===== config.mk =====
export PLATFORM = sky130hd
export DESIGN_NAME = sprite_engine
export DESIGN_NICKNAME = d
export VERILOG_FILES = /design/src/rtl/gpu_pkg.sv /design/src/rtl/sprite_hit.sv /design/src/rtl/sprite_engine.sv
export SDC_FILE = /design/constraint.sdc
export NUM_CORES = 2
export LEC_CHECK = 0
export BUFFER_PORTS_ARGS = -buffer_cell sky130_fd_sc_hd__clkbuf_2
export CAP_MARGIN = 20
export CORE_ASPECT_RATIO = 0.75
export CORE_UTILIZATION = 60
export DETAILED_ROUTE_END_ITERATION = 6
export GPL_TIMING_DRIVEN = 0
export PLACE_DENSITY_LB_ADDON = 0.05
export RECOVER_POWER = 50
export SLEW_MARGIN = 25
export SYNTH_ARGS = -nofsm -noshare
export SYNTH_HDL_FRONTEND = slang
export SYNTH_SLANG_ARGS = --single-unit

===== constraint.sdc =====
create_clock -name clk -period 30.1 [get_ports clk]
set_clock_uncertainty 0.2 [all_clocks]
set_input_delay 6.02 -clock clk [delete_from_list [all_inputs] [get_ports clk]]
set_output_delay 6.02 -clock clk [all_outputs]
set_load 0.03 [all_outputs]

===== src/rtl/gpu_pkg.sv =====
// Shared GPU types: the sprite attribute record, default sprite size and the RGB444 colour.
package gpu_pkg;

    localparam int SPR_W_DEF       = 16;
    localparam int SPR_H_DEF       = 16;
    localparam int COORD_WIDTH_DEF = 16;
    localparam int TEX_WIDTH_DEF   = 4;

    typedef logic [11:0] rgb444_t;

    typedef struct packed {
        logic [COORD_WIDTH_DEF-1:0] x;
        logic [COORD_WIDTH_DEF-1:0] y;
        logic [TEX_WIDTH_DEF-1:0]   tex;
        logic                       en;
    } sprite_attr_t;

endpackage


===== src/rtl/sprite_hit.sv =====
// Per-slot in-bounds test of a pixel against one sprite rectangle, plus the
// pixel's offset within that sprite's texture (row-major, SPR_W texels per row).
module sprite_hit
    import gpu_pkg::*;
#(
    parameter int COORD_WIDTH = COORD_WIDTH_DEF,
    parameter int SPR_W       = SPR_W_DEF,
    parameter int SPR_H       = SPR_H_DEF,
    parameter int OFF_WIDTH   = $clog2(SPR_W * SPR_H)
) (
    input  logic                   en_i,
    input  logic [COORD_WIDTH-1:0] sx_i,
    input  logic [COORD_WIDTH-1:0] sy_i,
    input  logic [COORD_WIDTH-1:0] px_i,
    input  logic [COORD_WIDTH-1:0] py_i,
    output logic                   hit_o,
    output logic [OFF_WIDTH-1:0]   off_o
);

    localparam int CW1 = COORD_WIDTH + 1;

    logic [CW1-1:0]         px_w, py_w, sx_w, sy_w;
    logic [COORD_WIDTH-1:0] dx, dy;
    logic [31:0]            off_full;

    always_comb begin
        // One extra bit so a sprite near the far edge clips instead of wrapping.
        px_w  = {1'b0, px_i};
        py_w  = {1'b0, py_i};
        sx_w  = {1'b0, sx_i};
        sy_w  = {1'b0, sy_i};
        hit_o = en_i
             && (px_w >= sx_w) && (px_w < sx_w + CW1'(SPR_W))
             && (py_w >= sy_w) && (py_w < sy_w + CW1'(SPR_H));
        dx       = px_i - sx_i;
        dy       = py_i - sy_i;
        off_full = 32'(dy) * 32'(SPR_W) + 32'(dx);
        off_o    = OFF_WIDTH'(off_full);
    end

endmodule


===== src/rtl/sprite_engine.sv =====
// Two-stage sprite compositor with double-buffered attributes and valid/ready flow.
// Colour-key transparency is compiled in with SPRITE_ENGINE_TRANSPARENCY_EN.
module sprite_engine
    import gpu_pkg::*;
#(
    parameter int SPRITES     = 10,
    parameter int SPR_W       = SPR_W_DEF,
    parameter int SPR_H       = SPR_H_DEF,
    parameter int COORD_WIDTH = COORD_WIDTH_DEF,
    parameter int TEX_WIDTH   = TEX_WIDTH_DEF,
    parameter int INDEX_WIDTH = 32,
    parameter int COLOR_WIDTH = 12,
    parameter logic [COLOR_WIDTH-1:0] BG_COLOR  = '1,
    parameter logic [COLOR_WIDTH-1:0] KEY_COLOR = COLOR_WIDTH'(12'hF0F)
) (
    input  logic                         clk,
    input  logic                         rst,
    input  logic                         cfg_we,
    input  logic [$clog2(SPRITES)-1:0]   cfg_sel,
    input  logic [COORD_WIDTH-1:0]       cfg_x,
    input  logic [COORD_WIDTH-1:0]       cfg_y,
    input  logic [TEX_WIDTH-1:0]         cfg_tex,
    input  logic                         cfg_en,
    input  logic                         commit,
    input  logic                         in_valid,
    output logic                         in_ready,
    input  logic [COORD_WIDTH-1:0]       in_x,
    input  logic [COORD_WIDTH-1:0]       in_y,
    output logic                         out_valid,
    input  logic                         out_ready,
    output logic [COLOR_WIDTH-1:0]       out_color,
    output logic                         mem_en,
    output logic [INDEX_WIDTH-1:0]       mem_addr,
    input  logic [COLOR_WIDTH-1:0]       mem_color
);

    localparam int SEL_W     = $clog2(SPRITES);
    localparam int OFF_WIDTH = $clog2(SPR_W * SPR_H);

`ifdef SPRITE_ENGINE_TRANSPARENCY_EN
    localparam bit KEY_EN = 1'b1;
`else
    localparam bit KEY_EN = 1'b0;
`endif

    typedef struct packed {
        logic [COORD_WIDTH-1:0] x;
        logic [COORD_WIDTH-1:0] y;
        logic [TEX_WIDTH-1:0]   tex;
        logic                   en;
    } attr_t;

    attr_t shadow_q [SPRITES];
    attr_t active_q [SPRITES];

    logic [SPRITES-1:0]   hit_vec;
    logic [OFF_WIDTH-1:0] off_arr [SPRITES];

    logic                   hit_d;
    logic [OFF_WIDTH-1:0]   win_off;
    logic [TEX_WIDTH-1:0]   win_tex;
    logic [INDEX_WIDTH-1:0] addr_d;

    logic                   valid1_q, hit1_q, valid2_q, hit2_q;
    logic [INDEX_WIDTH-1:0] addr_q;
    logic                   advance;

    // Commit reads the pre-edge shadow, so a same-cycle cfg_we waits for the next commit.
    always_ff @(posedge clk or posedge rst) begin
        if (rst) begin
            for (int i = 0; i < SPRITES; i++) begin
                shadow_q[i] <= '0;
                active_q[i] <= '0;
            end
        end else begin
            for (int i = 0; i < SPRITES; i++) begin
                if (cfg_we && cfg_sel == SEL_W'(i)) begin
                    shadow_q[i] <= '{x: cfg_x, y: cfg_y, tex: cfg_tex, en: cfg_en};
                end
                if (commit) begin
                    active_q[i] <= shadow_q[i];
                end
            end
        end
    end

    for (genvar gi = 0; gi < SPRITES; gi++) begin : g_slot
        sprite_hit #(
            .COORD_WIDTH (COORD_WIDTH),
            .SPR_W       (SPR_W),
            .SPR_H       (SPR_H),
            .OFF_WIDTH   (OFF_WIDTH)
        ) u_hit (
            .en_i  (active_q[gi].en),
            .sx_i  (active_q[gi].x),
            .sy_i  (active_q[gi].y),
            .px_i  (in_x),
            .py_i  (in_y),
            .hit_o (hit_vec[gi]),
            .off_o (off_arr[gi])
        );
    end

    // Scan from the lowest priority upward so the lowest hitting slot is the last write.
    always_comb begin
        hit_d   = 1'b0;
        win_off = '0;
        win_tex = '0;
        for (int i = SPRITES - 1; i >= 0; i--) begin
            if (hit_vec[i]) begin
                hit_d   = 1'b1;
                win_off = off_arr[i];
                win_tex = active_q[i].tex;
            end
        end
        addr_d = hit_d ? INDEX_WIDTH'(64'(win_tex) * 64'(SPR_W * SPR_H) + 64'(win_off)) : '0;
    end

    assign advance = !valid2_q || out_ready;

    always_ff @(posedge clk or posedge rst) begin
        if (rst) begin
            valid1_q <= 1'b0;
            hit1_q   <= 1'b0;
            addr_q   <= '0;
            valid2_q <= 1'b0;
            hit2_q   <= 1'b0;
        end else if (advance) begin
            valid1_q <= in_valid;
            hit1_q   <= hit_d;
            addr_q   <= addr_d;
            valid2_q <= valid1_q;
            hit2_q   <= hit1_q;
        end
    end

    // mem_en doubles as the stall: a held RAM output keeps out_color steady.
    assign in_ready  = advance;
    assign mem_en    = advance;
    assign mem_addr  = addr_q;
    assign out_valid = valid2_q;
    assign out_color = (hit2_q && !(KEY_EN && mem_color == KEY_COLOR)) ? mem_color : BG_COLOR;

endmodule


==> impl_metrics.csv <==
group,metric,value,unit
pwr,intPower,2.507,mW
drt,ant_nets,0,
global_routing,grtUsageMet3,0.09264,
pwr,comb_power_share,0.364,
run_status,status,"complete, but fails checks",
place,place_congestion,1.014,
pwr,power_density,71.97,nW/um2
clock_tree,cts_setup_buffers,0,
timing,rsz0062_at_grt,"no",
drt,vias,38850,
timing,report.final.slew_viol_count,696,
global_routing,grt_pass1_vias,37290,
clock_tree,htreeDepth,3,
global_routing,use_met2,0.5606,
logic_synthesis,synth.distinct_cells,89,
worst_setup_path,end_kind,"async pin",
drt,drc_errors,4,
place,io_buffers,79,
layout,drive_gt1_frac,0.1434,
logic_synthesis,synth_cells,4897,
global_routing,antenna_found_initial,11,
clock_tree,cts_hold_buffers,0,
timing,setup_violations,0,
drt,wl,158.8,mm
worst_setup_path,crit_fanout,91,
worst_setup_path,path_class,"input pin to async pin",
logic_synthesis,ys_warn_count,0,
timing,tns,0,ns
logic_synthesis,synth-edff-count,0,
clock_tree,cts_tree,"yes",
global_routing,grt_pass1_wl,236.4,mm
floorplanning,rows,90,
flow_run,maxCapViolations,10,
timing,hold_slack,0.2691,ns
layout,area_delta_synth_final,9.935,%
global_routing,grt_max_degree,99,
global_routing,grt_overflow,0,
pwr,switchingPower,1.425,mW
drt,post_drt_wl_per_cell,25.33,um
worst_hold_path,hp-class,"flop to flop",
pwr,peakVddDrop,0.05981,mV
timing,worst_slew_pin_slew,5.147,ns
timing,max_freq,55.68,MHz
clock_tree,cts_resized,0,
layout,layout.nets,5903,
pwr,p_clk_frac,0.282,
logic_synthesis,synthArstFlopShare,1.000,
place,dpl.hpwl,114.6,mm
floorplanning,ios,138,
clock_tree,cts_buffer_depth,3,
pwr,seq_power_share,0.354,
clock_tree,clkLatencyLatePin,0.67,ns
pwr,p_leak,24.79,nW
floorplanning,dieArea,83990,um2
logic_synthesis,ys.flop_type,"dfrtp_1",
global_routing,grt_use_total,0.3809,
clock_tree,cts.sinks,756,
clock_tree,cts_root_buf,"clkbuf_16",
clock_tree,cts_buffers,81,
worst_setup_path,crit_required,29.47,ns
worst_setup_path,cp.arrival,17.33,ns
timing,finalCriticalPeriod,17.96,ns
drt,drtPass1Iterations,7,
clock_tree,path_clk_slew,0.06,ns
logic_synthesis,avgSynthCellArea,10.15,um2
floorplanning,die_h,251.2,um
global_routing,met1_usage,0.5481,
drt,post_drt_via_cell_ratio,6.194,
timing,slew_headroom,-2.431,
worst_setup_path,startpoint_type,"input pin",
pwr,p_sw_frac,0.3623,
timing,finalHoldViolCount,0,
logic_synthesis,ys_seq_area_frac,0.3807,
timing,post-route-period-util,0.5967,
logic_synthesis,yosys_register_bits,756,
drt,first_iter_violations,3751,
logic_synthesis,netlist_area,49700,um2
run_status,violations,"DRC, capacitance limit, slew limit",
floorplanning,coreArea,81190,um2
floorplanning,start_util,0.6121,
global_routing,busiest_layer,"met2",
floorplanning,fp.dieW,334.3,um
per-stage QoR:
step,cell area [um2],worst slack [ns],std cells,power [mW],utilization
floorplan,49770,2.662,4916,2.377,-
global placement,51540,-5.828,6099,2.751,0.6348
detailed placement,51920,15.98,6111,2.798,0.6395
CTS,54820,15.95,6257,3.907,0.6752
global route,54600,9.750,6260,4.145,0.6725
finish,54630,12.14,6272,3.932,0.6729
per-layer routing:
metal | wire (um) | vias to the layer above
met5 | 0 | -
met1 | 69200 | 19340
met3 | 16290 | 297
met4 | 5998 | 0
li1 | - | 17550
met2 | 67350 | 1662
worst max-delay path: stages:
cell and delay [ns]:
clkbuf_2 0.08, clkinvlp_2 1.47, clkbuf_1 2.33, clkbuf_1 3.49, clkbuf_1 3.64
cells in the final DEF (no fill, tap or decap), types with 49 or more instances in the layout:
cell type and n:
a21o_1 52, nand3_1 127, clkbuf_1 144, xnor2_1 262, dfrtp_1 756, nor3_1 55
nand2_1 461, nand4_1 63, mux2_2 439, nand2b_1 49, ha_1 641, and3_1 54
clkbuf_16 84, nor2_1 121, inv_1 455, o21ai_0 423, a211oi_1 51, clkbuf_2 75
fa_1 80, a21oi_1 191
kinds of logic (layout without fill, tap and decap cells):
family          Yosys count  count (layout)  synth area share
flops                   756             756            0.3807
compound gates          993             993            0.1229
buf+inv                 651             889           0.05144
xor+xnor                284             284           0.05005
simple gates           1051            1051            0.1015
mux                     440             440           0.09968
fa+ha+maj               721             721            0.1936
other cells               1              34        0.00007546
sequential cells by signal (all words and copies together) (netlist names):
register	flops
hit2_q	1
active_q	370
hit1_q	1
valid1_q	1
mem_addr	12
shadow_q	370
out_valid	1
cell type report:
type	instances	area (um2)
tap	1104	1381
clock inverter	40	584.3
buffer	193	877.1
timing repair buffer	92	501.7
sequential	756	18920
antenna	14	35.03
inverter	458	1720
fill	6489	26560
multi-input combinational	3509	28300
clock buffer	106	2315
power by group through the flow:
stage,Clock (mW),Combinational [mW],Sequential (mW)
2_1_floorplan,0,1.00,1.38
3_3_place_gp,0,1.35,1.40
3_5_place_dp,0,1.39,1.40
4_1_cts,1.11,1.41,1.39
5_1_grt,1.15,1.57,1.42
6_report,1.11,1.43,1.39
synthesized netlist by cell type, types with 41 or more instances:
cell type,n,area [um2]
dfrtp_1,756,18920
ha_1,641,8020
nand2_1,461,1730
inv_1,457,1715
mux2_2,439,4943
o21ai_0,423,2117
xnor2_1,262,2295
a21oi_1,191,955.9
nand3_1,127,635.6
nor2_1,121,454.2
clkbuf_1,120,450.4
fa_1,80,1602
nand4_1,63,394.1
nor3_1,55,275.3
and3_1,54,337.8
a21o_1,52,390.4
a211oi_1,51,382.9
nand2b_1,49,306.5
buf_1,41,153.9
worst paths after layout:
path | depth (start not counted) | slack, ns | from | end
worst max register to register | 15 | 24.20 | active_q[307] | mem_addr[2]
worst min register to register | 2 | 0.27 | shadow_q[35] | active_q[35]
worst max-delay path | 5 | 12.14 | rst | active_q[205]
worst min-delay path | 2 | 0.27 | shadow_q[35] | active_q[35]
min in group asynchronous | 2 | 5.88 | rst | shadow_q[36]
max in group clk | 7 | 15.89 | out_ready | mem_en
Note: power is estimated with default switching activity, not from simulation.
